$ cat src/rtl/time_set_ctrl.sv
// Key-driven time/alarm setting controller: walks RUN -> time edit -> alarm edit,
// edits BCD fields, issues the time commit strobe and drives display field/blink.
module time_set_ctrl #(
    parameter int unsigned TIMEOUT_CYC = 500000000,
    parameter int unsigned BLINK_HALF  = 25000000,
    parameter int unsigned CNT_W       = 32
) (
    input  logic       i_clk,
    input  logic       i_rst,
    input  logic       i_key_mode,
    input  logic       i_key_inc,
    input  logic       i_key_alarm,
    input  logic [3:0] i_cur_hour_shi,
    input  logic [3:0] i_cur_hour_ge,
    input  logic [3:0] i_cur_min_shi,
    input  logic [3:0] i_cur_min_ge,
    input  logic [3:0] i_cur_sec_shi,
    input  logic [3:0] i_cur_sec_ge,
    output logic [3:0] o_set_hour_shi,
    output logic [3:0] o_set_hour_ge,
    output logic [3:0] o_set_min_shi,
    output logic [3:0] o_set_min_ge,
    output logic [3:0] o_set_sec_shi,
    output logic [3:0] o_set_sec_ge,
    output logic       o_set_time_finish,
    output logic [3:0] o_clock_hour_shi,
    output logic [3:0] o_clock_hour_ge,
    output logic [3:0] o_clock_min_shi,
    output logic [3:0] o_clock_min_ge,
    output logic       o_clock_en,
    output logic [2:0] o_edit_field,
    output logic       o_blink
);

    localparam logic [2:0] StRun   = 3'd0;
    localparam logic [2:0] StTHour = 3'd1;
    localparam logic [2:0] StTMin  = 3'd2;
    localparam logic [2:0] StTSec  = 3'd3;
    localparam logic [2:0] StAHour = 3'd4;
    localparam logic [2:0] StAMin  = 3'd5;

    localparam logic [CNT_W-1:0] TO_LAST = CNT_W'(TIMEOUT_CYC - 1);
    localparam logic [CNT_W-1:0] BL_LAST = CNT_W'(BLINK_HALF - 1);

    logic [2:0]       r_state;
    logic [2:0]       w_state_next;
    logic [CNT_W-1:0] r_to_cnt;
    logic [CNT_W-1:0] r_bl_cnt;
    logic             r_blink;
    logic             r_finish;
    logic             r_clock_en;
    logic [7:0]       r_set_hour;
    logic [7:0]       r_set_min;
    logic [7:0]       r_set_sec;
    logic [7:0]       r_clock_hour;
    logic [7:0]       r_clock_min;

    logic w_any_key;
    logic w_edit;
    logic w_timeout;
    logic w_inc_ok;
    logic w_load_set;
    logic w_commit;
    logic w_inc_th;
    logic w_inc_tm;
    logic w_inc_ts;
    logic w_inc_ah;
    logic w_inc_am;
    logic w_bl_clr;

    // {shi, ge} BCD increment; anything at or past the limit wraps to 00
    function automatic logic [7:0] bcd_inc(input logic [7:0] v, input logic [3:0] max_shi,
                                           input logic [3:0] max_ge);
        if ((v[7:4] > max_shi) || ((v[7:4] == max_shi) && (v[3:0] >= max_ge))) begin
            return 8'h00;
        end else if (v[3:0] >= 4'd9) begin
            return {v[7:4] + 4'd1, 4'd0};
        end else begin
            return {v[7:4], v[3:0] + 4'd1};
        end
    endfunction

    assign w_any_key = i_key_mode | i_key_inc | i_key_alarm;
    assign w_edit    = (r_state != StRun) && (r_state <= StAMin);
    assign w_timeout = w_edit && (r_to_cnt == TO_LAST) && !w_any_key;
    assign w_inc_ok  = i_key_inc && !i_key_mode;

    always_ff @(posedge i_clk) begin
        if (i_rst) begin
            r_state <= StRun;
        end else begin
            r_state <= w_state_next;
        end
    end

    always_comb begin
        w_state_next = r_state;
        if (!w_edit) begin
            // Illegal codes fall back to RUN even if key_mode is present
            w_state_next = ((r_state == StRun) && i_key_mode) ? StTHour : StRun;
        end else if (i_key_mode) begin
            w_state_next = (r_state == StAMin) ? StRun : r_state + 3'd1;
        end else if (w_timeout) begin
            w_state_next = StRun;
        end
    end

    always_comb begin
        w_load_set = 1'b0;
        w_commit   = 1'b0;
        w_inc_th   = 1'b0;
        w_inc_tm   = 1'b0;
        w_inc_ts   = 1'b0;
        w_inc_ah   = 1'b0;
        w_inc_am   = 1'b0;
        case (r_state)
            StRun:   w_load_set = i_key_mode;
            StTHour: w_inc_th   = w_inc_ok;
            StTMin:  w_inc_tm   = w_inc_ok;
            StTSec: begin
                w_inc_ts = w_inc_ok;
                w_commit = i_key_mode;
            end
            StAHour: w_inc_ah   = w_inc_ok;
            StAMin:  w_inc_am   = w_inc_ok;
            default: ;
        endcase
    end

    always_ff @(posedge i_clk) begin
        if (i_rst) begin
            r_set_hour <= 8'h12;
            r_set_min  <= 8'h00;
            r_set_sec  <= 8'h00;
            r_finish   <= 1'b0;
        end else begin
            r_finish <= w_commit;
            if (w_load_set) begin
                r_set_hour <= {i_cur_hour_shi, i_cur_hour_ge};
                r_set_min  <= {i_cur_min_shi, i_cur_min_ge};
                r_set_sec  <= {i_cur_sec_shi, i_cur_sec_ge};
            end else begin
                if (w_inc_th) r_set_hour <= bcd_inc(r_set_hour, 4'd2, 4'd3);
                if (w_inc_tm) r_set_min  <= bcd_inc(r_set_min, 4'd5, 4'd9);
                if (w_inc_ts) r_set_sec  <= bcd_inc(r_set_sec, 4'd5, 4'd9);
            end
        end
    end

    always_ff @(posedge i_clk) begin
        if (i_rst) begin
            r_clock_hour <= 8'h07;
            r_clock_min  <= 8'h00;
            r_clock_en   <= 1'b0;
        end else begin
            if (i_key_alarm) r_clock_en <= ~r_clock_en;
            if (w_inc_ah) r_clock_hour <= bcd_inc(r_clock_hour, 4'd2, 4'd3);
            if (w_inc_am) r_clock_min  <= bcd_inc(r_clock_min, 4'd5, 4'd9);
        end
    end

    always_ff @(posedge i_clk) begin
        if (i_rst || !w_edit || w_any_key || w_timeout) begin
            r_to_cnt <= '0;
        end else begin
            r_to_cnt <= r_to_cnt + CNT_W'(1);
        end
    end

    assign w_bl_clr = !w_edit || w_any_key || (w_state_next != r_state);

    always_ff @(posedge i_clk) begin
        if (i_rst || w_bl_clr) begin
            r_bl_cnt <= '0;
            r_blink  <= 1'b0;
        end else if (r_bl_cnt == BL_LAST) begin
            r_bl_cnt <= '0;
            r_blink  <= ~r_blink;
        end else begin
            r_bl_cnt <= r_bl_cnt + CNT_W'(1);
        end
    end

    assign o_set_hour_shi    = r_set_hour[7:4];
    assign o_set_hour_ge     = r_set_hour[3:0];
    assign o_set_min_shi     = r_set_min[7:4];
    assign o_set_min_ge      = r_set_min[3:0];
    assign o_set_sec_shi     = r_set_sec[7:4];
    assign o_set_sec_ge      = r_set_sec[3:0];
    assign o_set_time_finish = r_finish;
    assign o_clock_hour_shi  = r_clock_hour[7:4];
    assign o_clock_hour_ge   = r_clock_hour[3:0];
    assign o_clock_min_shi   = r_clock_min[7:4];
    assign o_clock_min_ge    = r_clock_min[3:0];
    assign o_clock_en        = r_clock_en;
    assign o_edit_field      = r_state;
    assign o_blink           = r_blink;

endmodule
$ cat config.mk
export PLATFORM = sky130hd
export DESIGN_NAME = time_set_ctrl
export DESIGN_NICKNAME = d
export VERILOG_FILES = /design/src/rtl/time_set_ctrl.sv
export SDC_FILE = /design/constraint.sdc
export NUM_CORES = 1
export LEC_CHECK = 0
export BUFFER_PORTS_ARGS = -buffer_cell sky130_fd_sc_hd__clkbuf_2
export CAP_MARGIN = 20
export CORE_ASPECT_RATIO = 1.75
export CORE_MARGIN = 4
export CORE_UTILIZATION = 35
export CTS_CLUSTER_SIZE = 8
export DETAILED_ROUTE_END_ITERATION = 6
export PLACE_DENSITY_LB_ADDON = 0.1
export SYNTH_ARGS = -nofsm -noshare
export SYNTH_HDL_FRONTEND = slang
export SYNTH_SLANG_ARGS = --single-unit
$ cat constraint.sdc
create_clock -name i_clk -period 3.05 [get_ports i_clk]
set_input_delay 0.61 -clock i_clk [delete_from_list [all_inputs] [get_ports i_clk]]
set_output_delay 0.61 -clock i_clk [all_outputs]
set_load 0.005 [all_outputs]
==> impl_metrics.ini <==
[run_status]
status = completed

[critical_path]
arrival_ps = 2570
worstSetupPathType = reg -> reg
path_cells = ha_1, nand3_1, or2_1, or4b_4, nand3_2, buf_4, nor2_1
crit_path_max_fanout = 32
required_ps = 3280
cp_slowest_cell = or4b_4
cp-start-kind = register
slowest_delay_ps = 600
worstSetupEndpointType = register

[logic_synthesis]
synth_seq_cells = 110
muxShareOfSynthArea_pct = 0.174
synth_most_common_cell = dfxtp_1
synth-compound-area-share_pct = 11.5
ys_seq_area_share_pct = 38.3
synthSimpleGateAreaFrac_pct = 28.6
yosys_warnings = 0
synth_ff_type = dfxtp_1
synth_commonest_cells = dfxtp_1, nor2_1, nand2_1, inv_1, xnor2_1
syn_area_per_cell_um2 = 8.33
yosys.area.top_type_share_pct = 38.3
synth_xor_area_share_pct = 10.0
synthAdderAreaFrac_pct = 6.74
ys_async_sr_fraction_pct = 0
syn-num-nets = 751
synth_area_leader_cell = dfxtp_1
synth_cells = 691
synth_enable_flop_cells = 0
syn_area_um2 = 5760
synth_area_leaders = dfxtp_1, nor2_1, ha_1
yosysUniqueCellTypes = 67
synth_top_family_by_area = simple AND/OR/NAND/NOR gates

[clock_tree]
ctsResizeCount = 0
path_clk_slew_ps = 80
cts_made_buffers = 9
cts_max_level = 3
clock-root-buffer = clkbuf_16
post_cts_buffers = 0
tritoncts = done
clk_latency_ps = 350
clk_path_buf_depth = 2
ctsHoldBuffers = 0
cts_sinks = 110

[drt]
via_per_inst = 5.33
drc = 0
final_antenna_net_count = 0
drt-wirelength-per-cell_um = 14.4
drt_iter0_markers = 139
routed_wl_mm = 13.7
drtPass1Iterations = 5
via_count = 5074

[global_route]
grt_pass1_vias = 5034
track_usage_pct = 15.2
antenna_found_initial = 0
grt-ovfl-total = 0
grt_max_degree = 33
grt_pass1_wl_mm = 23.7

[timing]
finalSetupTns_ps = 0
worst_slack_ps = 714
fmax_mhz = 428
finalHoldViolCount = 0
rsz0062_at_grt = no
period_needed_ps = 2340
worst_slew_pin_slew_ps = 861
skew_ps = 13.4
setup-violations-final = 0
finalCritPeriodShare_pct = 76.6
fin_hold_ws_ps = 464
drv_slew = 0
maxSlewHeadroom_pct = 42.1

[power]
p_leak_nw = 2.38
p_per_area_nw_per_um2 = 467
irDropWorstVdd_mv = 0.260

[finish]
multiInputGateArea_um2 = 3290
area_growth_pct = 15.5
diodes = 0
fin_cells = 952
design_area_um2 = 6650
register_area_um2 = 2200
num-fill-cells = 1676
drive_above_1_share_pct = 14.9
final_nets = 818

[run]
cap_violations = 0

[min_path]
hold_path_class = in -> reg

[place]
place_inst = 936
hpwlAfterDp_mm = 10.1
place_ws_ps = 632
portBuffers = 74
gp_congestion = 0.778
placed_cell_area_um2 = 6320

[die]
die_x_um = 105
dieArea_um2 = 18600
start_util_pct = 35.9
ios = 75
core-area_um2 = 16000
rows = 61
die_y_um = 178
cells by family after synthesis:
logic type               after synthesis
flip-flops                           110
adder cells (fa/ha/maj)               31
XOR/XNOR                              66
AND/OR/NAND/NOR                      318
AO/OA/AOI/OAI                         97
buffers and inverters                 68
multiplexers                           1
through the flow:
| stage | power (W) | util [%] |
|---|---|---|
| 2_1_floorplan | 0.00172 | - |
| 3_3_place_gp | 0.00183 | 39.4 |
| 3_5_place_dp | 0.00184 | 39.4 |
| 4_1_cts | 0.00316 | 41.5 |
| 5_1_grt | 0.00325 | 41.5 |
| 6_report | 0.00310 | 41.5 |
cells in the final DEF (no fill, tap or decap), drive strengths merged, types with 4 or more instances in the layout:
cell type  count
dfxtp        110
nor2         109
clkbuf        83
nand2         49
inv           44
xnor2         40
ha            31
nand3         29
xor2          26
a21oi         26
nand4         24
nor3          21
nor4          20
o21ai         15
buf            9
o31ai          7
and3           7
nor2b          7
nand2b         7
a221oi         6
a22oi          6
a211oi         6
nand3b         6
nor4b          6
or4            6
a311oi         5
and3b          4
and4           4
or3            4
or2            4
cell type report:
cell class              instances  share of cell area [%]
clock buffers                   9                    3.39
flip-flops and latches        110                    33.1
inverters                      41                    2.32
multi-input cells             513                    49.5
well taps                     189                    3.56
repair buffers                 83                    6.59
clock inverters                 7                    1.54
worst max-delay path, delay by kind of cell, from the launching register on:
kind | cells | cell delay, ps
buffers and inverters | 1 | 330
DFF | 1 | 370
and+or+nand+nor | 5 | 1320
adders and majority gates | 1 | 200
sequential cells by signal (all words and copies together) (netlist names):
register,flops
o_clock_en,1
o_blink,1
o_set_time_finish,1
r_to_cnt,32
r_bl_cnt,32
r_set_hour,8
r_set_sec,8
o_edit_field,3
r_clock_min,8
r_set_min,8
r_clock_hour,8
final timing paths:
| check | start | to | slack, ps | depth (start not counted) |
|---|---|---|---|---|
| setup / recovery | r_to_cnt[0] | r_bl_cnt[20] | 710 | 7 |
| hold / removal | i_cur_hour_shi[0] | r_set_hour[4] | 460 | 3 |
| setup reg to reg | r_to_cnt[0] | r_bl_cnt[20] | 710 | 7 |
| hold reg to reg | r_to_cnt[0] | r_to_cnt[0] | 480 | 1 |
report_power, final:
part	internal, W	switching, W
registers	0.00147	0.0000521
clock network	0.000733	0.000567
logic	0.000124	0.000156
metal layers:
layer | part of all wire (%) | GRT usage, %
met1 | 41 | 16.6
met2 | 53 | 28.6
met3 | 3.6 | 3.20
met4 | 2.3 | 5.36
met5 | 0 | 0
Note: power is estimated with default switching activity, not from simulation.
